$ cat src/rtl/lc2k_reg_file_pkg.sv
// LC2K register file shared types and sizes.
// Used by the register file top, its bus interface and the dump sequencer.
package lc2k_pkg;
   localparam int REG_IDX_W = 3;
   localparam int DATA_W    = 32;
   localparam int NUM_REGS  = 8;

   typedef logic [REG_IDX_W-1:0] reg_idx_t;
   typedef logic [DATA_W-1:0]    data_t;

   typedef enum logic [1:0] {
      IDLE = 2'd0,
      DUMP = 2'd1,
      DONE = 2'd2
   } rf_dump_state_t;
endpackage

$ cat src/rtl/lc2k_reg_file_if.sv
// Register file bus: read ports, write path, halt and dump outputs.
// master drives requests, slave is the register file.
interface lc2k_reg_file_if;
   import lc2k_pkg::*;

   reg_idx_t regA;
   reg_idx_t regB;
   reg_idx_t write_reg;
   data_t    write_data;
   logic     CONTROL_REG_WRITE;
   logic     halt;
   data_t    readA;
   data_t    readB;
   logic     dump_valid;
   reg_idx_t dump_idx;
   data_t    dump_data;
   logic     dump_done;

   modport master (
      output regA, regB, write_reg, write_data,
      output CONTROL_REG_WRITE, halt,
      input  readA, readB,
      input  dump_valid, dump_idx, dump_data, dump_done
   );

   modport slave (
      input  regA, regB, write_reg, write_data,
      input  CONTROL_REG_WRITE, halt,
      output readA, readB,
      output dump_valid, dump_idx, dump_data, dump_done
   );
endinterface

$ cat src/rtl/lc2k_rf_dump_seq.sv
// Post-halt dump sequencer: walks r0..r7 once, then latches done.
// Reads the array through o_rd_idx / i_rd_data; all outputs registered.
module lc2k_rf_dump_seq
   import lc2k_pkg::*;
(
   input  logic     i_clk,
   input  logic     i_rst,
   input  logic     i_halt,
   output reg_idx_t o_rd_idx,
   input  data_t    i_rd_data,
   output logic     o_dump_valid,
   output reg_idx_t o_dump_idx,
   output data_t    o_dump_data,
   output logic     o_dump_done
);

   rf_dump_state_t r_state;
   reg_idx_t       r_cnt;
   logic           r_valid;
   reg_idx_t       r_idx;
   data_t          r_data;
   logic           r_done;

   always_ff @(posedge i_clk) begin
      if (i_rst) begin
         r_state <= IDLE;
         r_cnt   <= '0;
         r_valid <= 1'b0;
         r_idx   <= '0;
         r_data  <= '0;
         r_done  <= 1'b0;
      end else begin
         unique case (r_state)
            IDLE: begin
               r_valid <= 1'b0;
               if (i_halt) begin
                  r_state <= DUMP;
                  r_cnt   <= '0;
               end
            end
            DUMP: begin
               // Entry reflects the array as it stands at this edge
               r_valid <= 1'b1;
               r_idx   <= r_cnt;
               r_data  <= i_rd_data;
               r_cnt   <= r_cnt + reg_idx_t'(1);
               if (r_cnt == reg_idx_t'(NUM_REGS - 1))
                  r_state <= DONE;
            end
            DONE: begin
               r_valid <= 1'b0;
               r_done  <= 1'b1;
            end
            default: r_state <= IDLE;
         endcase
      end
   end

   assign o_rd_idx     = r_cnt;
   assign o_dump_valid = r_valid;
   assign o_dump_idx   = r_idx;
   assign o_dump_data  = r_data;
   assign o_dump_done  = r_done;

endmodule

$ cat src/rtl/lc2k_reg_file.sv
// LC2K architectural register file, 8 x 32, r0 hardwired to zero.
// Define LC2K_RF_BYPASS_EN to forward same-cycle writes to the read ports.
module lc2k_reg_file
   import lc2k_pkg::*;
(
   input  logic               clk,
   input  logic               reset,
   lc2k_reg_file_if.slave     bus
);

   data_t    r_regs [NUM_REGS];
   data_t    r_wd_q;
   logic     r_we_q;
   logic     w_wr_en;
   reg_idx_t w_dump_rd_idx;
   data_t    w_dump_rd_data;

   // Data/enable lead the index by one cycle; delay them to line up
   assign w_wr_en = r_we_q && (bus.write_reg != '0);

   always_ff @(posedge clk) begin
      if (reset) begin
         for (int i = 0; i < NUM_REGS; i++)
            r_regs[i] <= '0;
         r_wd_q <= '0;
         r_we_q <= 1'b0;
      end else begin
         r_wd_q <= bus.write_data;
         r_we_q <= bus.CONTROL_REG_WRITE;
         if (w_wr_en)
            r_regs[bus.write_reg] <= r_wd_q;
      end
   end

`ifdef LC2K_RF_BYPASS_EN
   assign bus.readA = (w_wr_en && bus.regA == bus.write_reg) ?
                      r_wd_q : r_regs[bus.regA];
   assign bus.readB = (w_wr_en && bus.regB == bus.write_reg) ?
                      r_wd_q : r_regs[bus.regB];
`else
   assign bus.readA = r_regs[bus.regA];
   assign bus.readB = r_regs[bus.regB];
`endif

   assign w_dump_rd_data = r_regs[w_dump_rd_idx];

   lc2k_rf_dump_seq u_dump (
      .i_clk        (clk),
      .i_rst        (reset),
      .i_halt       (bus.halt),
      .o_rd_idx     (w_dump_rd_idx),
      .i_rd_data    (w_dump_rd_data),
      .o_dump_valid (bus.dump_valid),
      .o_dump_idx   (bus.dump_idx),
      .o_dump_data  (bus.dump_data),
      .o_dump_done  (bus.dump_done)
   );

endmodule

$ cat src/flat_wrapper.sv
// flat-port wrapper written by rule: the top's interface ports become plain ports
module lc2k_reg_file_flat import lc2k_pkg::*;
  (clk, reset, bus_regA, bus_regB, bus_write_reg, bus_write_data, bus_CONTROL_REG_WRITE, bus_halt, bus_readA, bus_readB, bus_dump_valid, bus_dump_idx, bus_dump_data, bus_dump_done);
  lc2k_reg_file_if bus_i ();
  input  logic clk;
  input  logic reset;
  input wire logic [$bits(bus_i.regA)-1:0] bus_regA;
  input wire logic [$bits(bus_i.regB)-1:0] bus_regB;
  input wire logic [$bits(bus_i.write_reg)-1:0] bus_write_reg;
  input wire logic [$bits(bus_i.write_data)-1:0] bus_write_data;
  input wire logic [$bits(bus_i.CONTROL_REG_WRITE)-1:0] bus_CONTROL_REG_WRITE;
  input wire logic [$bits(bus_i.halt)-1:0] bus_halt;
  output wire logic [$bits(bus_i.readA)-1:0] bus_readA;
  output wire logic [$bits(bus_i.readB)-1:0] bus_readB;
  output wire logic [$bits(bus_i.dump_valid)-1:0] bus_dump_valid;
  output wire logic [$bits(bus_i.dump_idx)-1:0] bus_dump_idx;
  output wire logic [$bits(bus_i.dump_data)-1:0] bus_dump_data;
  output wire logic [$bits(bus_i.dump_done)-1:0] bus_dump_done;
  assign bus_i.regA = bus_regA;
  assign bus_i.regB = bus_regB;
  assign bus_i.write_reg = bus_write_reg;
  assign bus_i.write_data = bus_write_data;
  assign bus_i.CONTROL_REG_WRITE = bus_CONTROL_REG_WRITE;
  assign bus_i.halt = bus_halt;
  assign bus_readA = bus_i.readA;
  assign bus_readB = bus_i.readB;
  assign bus_dump_valid = bus_i.dump_valid;
  assign bus_dump_idx = bus_i.dump_idx;
  assign bus_dump_data = bus_i.dump_data;
  assign bus_dump_done = bus_i.dump_done;
  lc2k_reg_file u_core (.clk(clk), .reset(reset), .bus(bus_i));
endmodule
$ cat config.mk
export PLATFORM = sky130hd
export DESIGN_NAME = lc2k_reg_file_flat
export DESIGN_NICKNAME = d
export VERILOG_FILES = /design/src/rtl/lc2k_reg_file_pkg.sv /design/src/rtl/lc2k_reg_file_if.sv /design/src/rtl/lc2k_rf_dump_seq.sv /design/src/rtl/lc2k_reg_file.sv /design/src/flat_wrapper.sv
export SDC_FILE = /design/constraint.sdc
export NUM_CORES = 1
export LEC_CHECK = 0
export BUFFER_PORTS_ARGS = -buffer_cell sky130_fd_sc_hd__buf_2
export CAP_MARGIN = 20
export CORE_UTILIZATION = 40
export CTS_CLUSTER_SIZE = 25
export DETAILED_ROUTE_END_ITERATION = 16
export PLACE_DENSITY = 0.6
export SLEW_MARGIN = 20
export SYNTH_ARGS = -nofsm -noshare
export SYNTH_HDL_FRONTEND = slang
export SYNTH_SLANG_ARGS = --single-unit
$ cat constraint.sdc
create_clock -name clk -period 2.5 [get_ports clk]
set_input_delay 0.625 -clock clk [delete_from_list [all_inputs] [get_ports clk]]
set_output_delay 0.625 -clock clk [all_outputs]
set_load 0.01 [all_outputs]
* Word-level counts from Yosys, hierarchy flattened *
Memory sizes are Yosys's and may differ from the RTL's. A register that Yosys moved wholly into a read port is not among the register bits.
Index checks and enable logic that the tools add are counted.

operators by class
  add/sub/neg operators = 1
  equality and inequality tests = 5
  multiplexer cells = 14
  bitwise operators = 1
  reduce and logical (&&, ||, !) cells = 9

operator list
  operator             number
  $mux 32              1
  $reduce_or 32->1     1
  $mux 1               6
  $mux 3               2
  $pmux 2 s3           1
  $pmux 3 s2           1
  $mux 2               2
  $ne 2x2->1 const B   2
  $reduce_bool 2->1    2
  $add 3x1->3 const B  1
  $eq 3x3->1 const B   1
  $reduce_and 3->1     1
  $reduce_bool 3->1    1
  $eq 2x1->1 const B   1
  $eq 2x2->1 const B   1
  $logic_not 2->1      1
  $pmux 1 s2           1
  $reduce_and 2->1     1
  $reduce_or 2->1      1
  $logic_and 1x1->1    1
  $not 1->1            1

storage, ports and cells
  flip-flop bits (word level) = 43
  bits in writable memories = 256
  input bits = 45
  output and inout bits = 101
  word-level logic and storage cells = 38
  memories kept = 1

memories
  memory         words  width  read ports  clocked after Yosys merged registers in  write ports  line                 text
  u_core.r_regs  8      32     3           1                                        8            lc2k_reg_file.sv:11  data_t r_regs [NUM_REGS];

* Logic depth before layout (Yosys ltp) *
Gate-level depths: netlist of the first run.

  depth after elaboration = 7
  gate-level depth with buffers = 7
  mapped depth without buffers = 5

* Modules after synthesis *
Synthesis of the first run repeated with hierarchy kept, for this count alone.

second synthesis, totals
  cell total of the unflattened synthesis = 1170
  area total of the unflattened synthesis = 17948.5 um^2

by module, submodules not included
  module            instances  cells an instance  area an instance (um^2)  sequential area each (um^2)
  lc2k_reg_file     1          989                16377.0                  8348.0
  lc2k_rf_dump_seq  1          181                1571.5                   840.8

* Worst setup path after synthesis of the first run *
Ideal clock, no wire load.

  path kind = input to output
  from = in bus_regA[0]
  to = out bus_readA[0]
  arrival = 1.748 ns
  required time = 1.875 ns
  slack = 0.127 ns
  stages on the path = 4
  buffers on the path = 2
  path through = buf_6 > buf_6 > mux4_1 > mux2_2

on the way
  cells in the longest elaborated chain, start to end = 1

RTL lines
  what             line                text
  start, declared  flat_wrapper.sv:7   input wire logic [$bits(bus_i.regA)-1:0] bus_regA;
  $mem_v2 8x32     n/a
  end, declared    flat_wrapper.sv:13  output wire logic [$bits(bus_i.readA)-1:0] bus_readA;

No other way between the ends.

* Worst setup path after layout of the first run *
  from = in bus_regA[0]
  to = out bus_readA[26]

Same word-level chain as after synthesis.

==> flow_metrics.env, run 1 <==
export IMPL_status="finished with violations"
export IMPL_violations="negative setup slack"
export IMPL_clockPowerShare=0.403
export IMPL_crit_path_max_fanout=6
export IMPL_wirelength_microns=53500
export IMPL_drive_gt1_frac=0.357
export IMPL_start_util=0.409
export IMPL_grt_pass1_vias=12100
export IMPL_fin_nets=1505
export IMPL_antenna_found_initial=0
export IMPL_track_usage=0.240
export IMPL_antenna_cells=0
export IMPL_ys_ff_latch=331
export IMPL_fp_dieW_microns=213
export IMPL_synth_cell_type_count=28
export IMPL_die_area_sq_um=45300
export IMPL_grt_pass1_wl_microns=78400
export IMPL_synth_warnings=0
export IMPL_end_kind="primary output"
export IMPL_start_kind="primary input"
export IMPL_min_period_ps=2620
export IMPL_total_power_mw=13.9
export IMPL_synth_area_per_cell_sq_um=14.5
export IMPL_cp_arrival_ps=1990
export IMPL_finalWeightedCongestion=0.785
export IMPL_core_sq_um=43500
export IMPL_rsz0062_at_grt="yes"
export IMPL_synthCells=1228
export IMPL_dieHeight_microns=213
export IMPL_max_stage_delay_ps=500
export IMPL_port_buffers=145
export IMPL_cp_data_required_time_ps=1880
export IMPL_timing_final_ws_setup_ps=-118
export IMPL_gr_total_overflow=0
export IMPL_grt_max_degree=115
export IMPL_met2_usage=0.391
export IMPL_cp_num_buf_inv=4
export IMPL_p_sw_frac=0.242
export IMPL_num_rows=76
export IMPL_drt_iter0_drc=1125
export IMPL_area_growth_pct=24.2
export IMPL_p_leak_nw=8.39
export IMPL_vias=11800
export IMPL_clock_skew_ps=12.9
export IMPL_clk_path_buf_depth=3
export IMPL_slew_headroom=0.561
export IMPL_setup_viol=43
export IMPL_ir_worst_vdd_mv=0.384
export IMPL_period_share=1.05
export IMPL_cp_common_cell="buf_12"
export IMPL_cts_tree="done"
export IMPL_postRouteAntennaNets=0
export IMPL_vias_per_cell=5.69
export IMPL_first_pass_iters=5
export IMPL_cts_sinks=331
export IMPL_power_frac_comb=0.141
export IMPL_cts_buffers=39
export IMPL_p_per_area_nw_per_um2=630
export IMPL_ioPinCount=146
export IMPL_p_switching_mw=3.36
export IMPL_drv_cap=0
export IMPL_wire_per_inst_microns=25.8
export IMPL_drc=0
export IMPL_cts_root_buffer="clkbuf_16"
export IMPL_fin_tns_setup_ps=-2290
export IMPL_hold_viol=0
export IMPL_cts_hold_buf=0
export IMPL_htreeDepth=2
export IMPL_clk_pin_slew_ps=60
export IMPL_netlist_area_sq_um=17800
export IMPL_met3_usage=0.0275
export IMPL_use_met1=0.329
export IMPL_crit_family="multiplexers"
export IMPL_ys_seq_area_frac=0.517
export IMPL_hpwlAfterDp_microns=31400
export IMPL_max_freq_mhz=382
export IMPL_drv_slew=0
export IMPL_power_frac_seq=0.457
export IMPL_hp_class="in2reg"
export IMPL_internal_power_mw=10.5
export IMPL_critPathSlowestCell="mux4_2"
export IMPL_grt_busiest_layer="met2"
export IMPL_worst_skew_pair_late_latency_ps=550
export IMPL_crit_type="in2out"
export IMPL_worst_pin_slew_ps=657
export IMPL_path_cells="buf_16 -> buf_12 -> buf_12 -> mux4_2 -> mux2_4 -> buf_6"
flip-flops by register name (all words and copies together) (netlist names):
register                    count
u_core.u_dump.o_dump_done       1
u_core.u_dump.o_dump_valid      1
u_core.u_dump.o_rd_idx          3
u_core.u_dump.r_state           2
u_core.r_regs                 256
u_core.r_wd_q                  32
u_core.u_dump.o_dump_idx        3
u_core.u_dump.o_dump_data      32
u_core.r_we_q                   1
cell families after synthesis:
family          count (synthesis)  synth area share
simple gates                  363             0.118
mux                           321             0.293
compound gates                104            0.0387
flops                         331             0.517
other cells                     1          0.000211
buf+inv                       106            0.0322
fa+ha+maj                       2           0.00141
layout by cell type (no fill, tap or decap), drive strengths merged, types with 2 or more instances in the layout:
cell    count
bufinv      2
mux4      128
a22oi      66
nand2b      3
clkinv     11
buf       262
a21oi      37
mux2       64
nor3       34
nor2b      38
nor2       46
conb       32
clkbuf     57
and2      225
dfxtp      75
or2         7
edfxtp    256
mux2i     129
nand2       7
ha          2
final cells by class:
class	instances	area, sq um
repair buffers	263	2790
well taps	585	732
clock inverters	14	123
inverters	1	3.75
multi-input cells	822	8110
flip-flops and latches	331	9190
fillers	3745	21400
clock buffers	56	1130
layer usage:
metal  vias to the layer above  part of all wire
li1                       5126                 -
met1                      6051              0.43
met2                       509              0.48
met3                       105             0.065
met4                         0             0.030
met5                         -                 0
synth_stat cells:
master | number | area (sq um)
buf_4 | 11 | 82.6
clkbuf_1 | 44 | 165
nor2_1 | 46 | 173
o21bai_1 | 1 | 7.51
inv_1 | 1 | 3.75
nand3b_1 | 1 | 7.51
edfxtp_1 | 256 | 7690
and2_1 | 225 | 1410
ha_1 | 2 | 25.0
nor2b_1 | 38 | 238
nor3_1 | 34 | 170
a22oi_1 | 66 | 495
or3b_1 | 1 | 8.76
mux4_1 | 80 | 2100
a21oi_1 | 37 | 185
buf_1 | 14 | 52.6
buf_2 | 22 | 110
mux4_2 | 48 | 1080
nor3b_1 | 1 | 7.51
mux2_4 | 2 | 30.0
mux2_2 | 62 | 698
dfxtp_1 | 75 | 1500
buf_6 | 14 | 158
conb_1 | 1 | 3.75
nand2_1 | 7 | 26.3
mux2i_1 | 129 | 1290
or2_2 | 7 | 43.8
nand2b_1 | 3 | 18.8
power by group through the flow:
stage                     Combinational (mW)  Sequential (mW)  Clock, mW
final                                   1.95             6.35       5.60
after global routing                    2.06             6.38       5.90
after CTS                               1.94             6.35       5.70
after detailed placement                1.59             6.45          0
after global placement                  1.58             6.44          0
after floorplan                        0.957             6.40          0
path summary, 6_finish.rpt:
kind                                             startpoint                            end  slack, ps  cells after the start
worst max register to register    u_core.u_dump.o_rd_idx[0]  u_core.u_dump.o_dump_data[19]        320                      5
worst min-delay path                      bus_write_data[8]               u_core.r_wd_q[8]        280                      2
worst min register to register  u_core.u_dump.o_dump_idx[1]    u_core.u_dump.o_dump_idx[1]        460                      2
worst max-delay path                            bus_regA[0]                  bus_readA[26]       -120                      6
metrics by stage:
stage | util | instances | area, sq um | hold WS [ps] | setup WS (ps)
floorplan | - | 1259 | 17900 | 461 | 127
detailed placement | 0.454 | 1945 | 19700 | 453 | -235
finish | 0.508 | 2072 | 22100 | 279 | -118
global route | 0.508 | 2072 | 22100 | 282 | -146
CTS | 0.505 | 2057 | 22000 | 252 | -124
global placement | 0.454 | 1945 | 19700 | 448 | -214
timing repair:
| item | 4_1_cts | 5_1_grt |
|---|---|---|
| resized for setup | 218 | 14 |
| setup buffers | 28 | 16 |
| cloned | 14 | 1 |
| setup endpoints to repair | 64 | 64 |
No activity file was read; power rests on OpenSTA's default activity.
==> run 2, diff against run 1 <==
- BUFFER_PORTS_ARGS: -buffer_cell sky130_fd_sc_hd__buf_2 -> -buffer_cell sky130_fd_sc_hd__clkbuf_2
- CTS_CLUSTER_DIAMETER: not set -> 120
==> flow_metrics.env, run 2 (synthesized netlist as in run 1, its figures left out) <==
export IMPL_end_kind="primary output"
export IMPL_grt_pass1_vias=11600
export IMPL_dieHeight_microns=213
export IMPL_hpwlAfterDp_microns=31700
export IMPL_clock_skew_ps=22.1
export IMPL_crit_path_max_fanout=6
export IMPL_finalWeightedCongestion=0.812
export IMPL_setup_viol=32
export IMPL_cts_sinks=331
export IMPL_max_flop_register="u_core.r_regs"
export IMPL_drv_cap=0
export IMPL_timing_final_ws_setup_ps=-49.9
export IMPL_wirelength_microns=53700
export IMPL_slew_headroom=0.630
export IMPL_start_kind="primary input"
export IMPL_antenna_found_initial=1
export IMPL_violations="negative setup slack"
export IMPL_use_met1=0.331
export IMPL_clk_pin_slew_ps=110
export IMPL_grt_max_degree=77
export IMPL_cp_data_required_time_ps=1880
export IMPL_fp_dieW_microns=213
export IMPL_final_cells=2014
export IMPL_drive_gt1_frac=0.333
export IMPL_wire_per_inst_microns=26.6
export IMPL_core_sq_um=43500
export IMPL_worst_pin_slew_ps=554
export IMPL_cts_tree="done"
export IMPL_area_growth_pct=19.2
export IMPL_worst_skew_pair_late_latency_ps=530
export IMPL_final_cell_mix="256 x edfxtp_1, 224 x and2_1, 129 x mux2i_1"
export IMPL_antenna_cells=0
export IMPL_drt_iter0_drc=1050
export IMPL_met2_usage=0.384
export IMPL_start_util=0.409
export IMPL_grt_pass1_wl_microns=77100
export IMPL_ir_worst_vdd_mv=0.454
export IMPL_grt_busiest_layer="met2"
export IMPL_die_area_sq_um=45300
export IMPL_htreeDepth=1
export IMPL_drv_slew=0
export IMPL_port_buffers=145
export IMPL_final_common_cell="edfxtp_1"
export IMPL_clk_path_buf_depth=3
export IMPL_cp_arrival_ps=1920
export IMPL_rsz0062_at_grt="yes"
export IMPL_vias_per_cell=5.80
export IMPL_drc=0
export IMPL_hp_class="in2reg"
export IMPL_vias=11700
export IMPL_first_pass_iters=7
export IMPL_max_freq_mhz=392
export IMPL_ioPinCount=146
export IMPL_placed_cells=1944
export IMPL_largest_reg_flops=256
export IMPL_final_core_util=0.488
export IMPL_cts_buffers=17
export IMPL_status="finished with violations"
export IMPL_gr_total_overflow=0
export IMPL_hold_viol=0
export IMPL_crit_type="in2out"
export IMPL_track_usage=0.236
export IMPL_met3_usage=0.0359
export IMPL_num_rows=76
export IMPL_fin_nets=1466
export IMPL_period_share=1.02
export IMPL_p_per_area_nw_per_um2=538
export IMPL_p_leak_nw=7.93
export IMPL_cts_hold_buf=0
export IMPL_cts_root_buffer="clkbuf_16"
export IMPL_postRouteAntennaNets=0
export IMPL_min_period_ps=2550
run 2: cell count changes in the layout (fill, tap and decap cells not counted), sizes merged:
cell	delta
inv	+1
buf	-105
bufbuf	+1
clkbuf	+58
clkinvlp	-1
clkinv	-10
bufinv	-2
run 2: final timing paths:
path,slack (ps),to,cells past startpoint,startpoint
worst max-delay path,-50,bus_readB[31],5,bus_regB[0]
worst max register to register,520,u_core.u_dump.o_dump_data[19],5,u_core.u_dump.o_rd_idx[0]
worst min register to register,460,u_core.u_dump.o_dump_idx[2],2,u_core.u_dump.o_dump_idx[2]
worst min-delay path,300,u_core.r_wd_q[28],2,bus_write_data[28]
run 2: repair_timing:
action / 4_1_cts / 5_1_grt
cloned: 14 / 3
endpoints found under the hold margin: 0 / 0
resized for setup: 151 / 135
endpoints found under the setup margin: 64 / 64
setup buffers: 7 / 17
run 2: worst max-delay path: stages:
cell,delay [ps]
buf_16,160
buf_12,160
mux4_2,510
mux2_4,320
buf_6,130
run 2: per-stage QoR:
| stage | total power, mW | TNS, ps | area [sq um] | setup WS (ps) | hold WS (ps) |
|---|---|---|---|---|---|
| 2_1_floorplan | 7.36 | 0 | 17900 | 127 | 461 |
| 3_3_place_gp | 8.03 | -10480 | 19700 | -223 | 445 |
| 3_5_place_dp | 8.05 | -10610 | 19700 | -209 | 453 |
| 4_1_cts | 11.3 | -805 | 20700 | -62.0 | 291 |
| 5_1_grt | 11.8 | -2050 | 21200 | -63.9 | 301 |
| 6_report | 11.4 | -512 | 21200 | -49.9 | 300 |
run 2: metal layers:
metal,share of wire,up-vias
met1,0.42,6055
met5,0,-
met3,0.074,87
li1,-,5024
met4,0.027,0
met2,0.48,514
run 2: cell type report:
class | instances | area, sq um
multi-input cells | 822 | 8110
well taps | 585 | 732
inverters | 1 | 3.75
clock buffers | 27 | 463
fillers | 3801 | 22300
flip-flops and latches | 331 | 9190
clock inverters | 2 | 23.8
repair buffers | 246 | 2680
run 2: power breakdown:
part	leakage, nW	switching, mW	internal, mW
Sequential	3.35	0.197	6.14
Clock	0.233	1.81	1.32
Combinational	4.35	0.932	1.02
Total	7.93	2.94	8.48
==> run 3, diff against run 2 <==
- SKIP_CTS_REPAIR_TIMING: not set -> 1
- SKIP_LAST_GASP: not set -> 1
==> flow_metrics.env, run 3 (synthesized netlist as in run 1, its figures left out) <==
export IMPL_r2r_start="u_core.u_dump.o_rd_idx[0]"
export IMPL_crit_path_max_fanout=6
export IMPL_fin_nets=1473
export IMPL_final_seq_area_sq_um=9190
export IMPL_crit_type="in2out"
export IMPL_final_cells=2021
export IMPL_grt_busiest_layer="met2"
export IMPL_track_usage=0.224
export IMPL_largest_reg_flops=256
export IMPL_clk_pin_slew_ps=100
export IMPL_grt_max_degree=77
export IMPL_num_rows=76
export IMPL_timing_final_ws_setup_ps=-48.0
export IMPL_nFillCells=3825
export IMPL_clock_skew_ps=22.1
export IMPL_postRouteAntennaNets=0
export IMPL_p_per_area_nw_per_um2=539
export IMPL_worst_skew_pair_late_latency_ps=530
export IMPL_setup_viol=33
export IMPL_total_power_mw=11.4
export IMPL_finalWeightedCongestion=0.812
export IMPL_grt_pass1_vias=11500
export IMPL_worstReg2RegEnd="u_core.u_dump.o_dump_data[19]"
export IMPL_fp_dieW_microns=213
export IMPL_start_kind="primary input"
export IMPL_final_cell_mix="256 x edfxtp_1, 224 x and2_1, 129 x mux2i_1"
export IMPL_cts_root_buffer="clkbuf_16"
export IMPL_post_place_ws_ps=-209
export IMPL_cts_tree="done"
export IMPL_dieHeight_microns=213
export IMPL_placed_cells=1944
export IMPL_clk_path_buf_depth=3
export IMPL_vias_per_cell=5.76
export IMPL_ioPinCount=146
export IMPL_drt_iter0_drc=1158
export IMPL_max_flop_register="u_core.r_regs"
export IMPL_rsz0062_at_grt="yes"
export IMPL_antenna_found_initial=2
export IMPL_die_area_sq_um=45300
export IMPL_hp_class="in2reg"
export IMPL_worst_pin_slew_ps=557
export IMPL_ir_worst_vdd_mv=0.456
export IMPL_hp_start="bus_write_data[7]"
export IMPL_cp_arrival_ps=1920
export IMPL_first_pass_iters=7
export IMPL_use_met1=0.315
export IMPL_drv_slew=0
export IMPL_violations="negative setup slack"
export IMPL_drive_gt1_frac=0.334
export IMPL_p_leak_nw=7.91
export IMPL_placed_cell_area_sq_um=19700
export IMPL_rrSetupSlack_ps=520
export IMPL_core_sq_um=43500
export IMPL_final_common_cell="edfxtp_1"
export IMPL_wirelength_microns=53400
export IMPL_cts_buffers=17
export IMPL_max_freq_mhz=392
export IMPL_area_growth_pct=18.6
export IMPL_start_util=0.409
export IMPL_status="finished with violations"
export IMPL_hold_viol=0
export IMPL_wire_per_inst_microns=26.4
export IMPL_antenna_cells=0
export IMPL_met3_usage=0.0310
export IMPL_met2_usage=0.367
export IMPL_vias=11600
export IMPL_holdPathEnd="u_core.r_wd_q[7]"
export IMPL_fin_area_sq_um=21100
export IMPL_drc=0
export IMPL_gr_total_overflow=0
export IMPL_port_buffers=145
export IMPL_grt_pass1_wl_microns=74000
export IMPL_cts_sinks=331
export IMPL_multi_input_area_sq_um=8100
export IMPL_end_kind="primary output"
export IMPL_min_period_ps=2550
export IMPL_min_path_cells=2
export IMPL_period_share=1.02
export IMPL_htreeDepth=1
export IMPL_cp_data_required_time_ps=1880
export IMPL_drv_cap=0
export IMPL_hpwlAfterDp_microns=31700
export IMPL_r2r_cells=5
export IMPL_slew_headroom=0.629
run 3: area by class of cell:
cell class                 count  area share
inverter                       1    0.000178
timing repair buffer         253       0.122
clock inverter                 2     0.00113
multi-input combinational    822       0.384
clock buffer                  27      0.0219
sequential                   331       0.436
tap                          585      0.0347
run 3: worst max-delay path: stages:
cell and delay, ps:
buf_16 130, clkbuf_16 190, mux4_2 510, mux2_4 320, buf_6 130
run 3: through the flow:
step,util,setup TNS (ps),hold WS [ps]
2_1_floorplan,-,0,461
5_1_grt,0.485,-2120,301
4_1_cts,0.465,-10700,291
3_3_place_gp,0.453,-10480,445
6_report,0.485,-621,300
3_5_place_dp,0.453,-10610,453
run 3: worst max-delay path by stage:
stage,cells past startpoint,from,endpoint,slack (ps)
6_report,5,bus_regB[0],bus_readB[4],-50
3_3_place_gp,5,bus_regB[0],bus_readB[27],-220
4_1_cts,5,bus_regB[0],bus_readB[21],-220
3_5_place_dp,5,bus_regB[0],bus_readB[21],-210
5_1_grt,3,u_core.r_regs[7][26],bus_readA[26],-70
2_1_floorplan,4,bus_regA[0],bus_readA[0],130
run 3: routing by layer:
metal	vias to the layer above	wire, microns
met1	6033	23300
met5	-	13
met3	56	3570
li1	5038	-
met2	517	25500
met4	2	1000
run 3: where the power goes:
part / leakage [nW] / internal (mW) / switching [mW]
Combinational: 4.33 / 0.982 / 0.920
Clock: 0.233 / 1.32 / 1.81
Sequential: 3.35 / 6.14 / 0.196
Total: 7.91 / 8.44 / 2.93
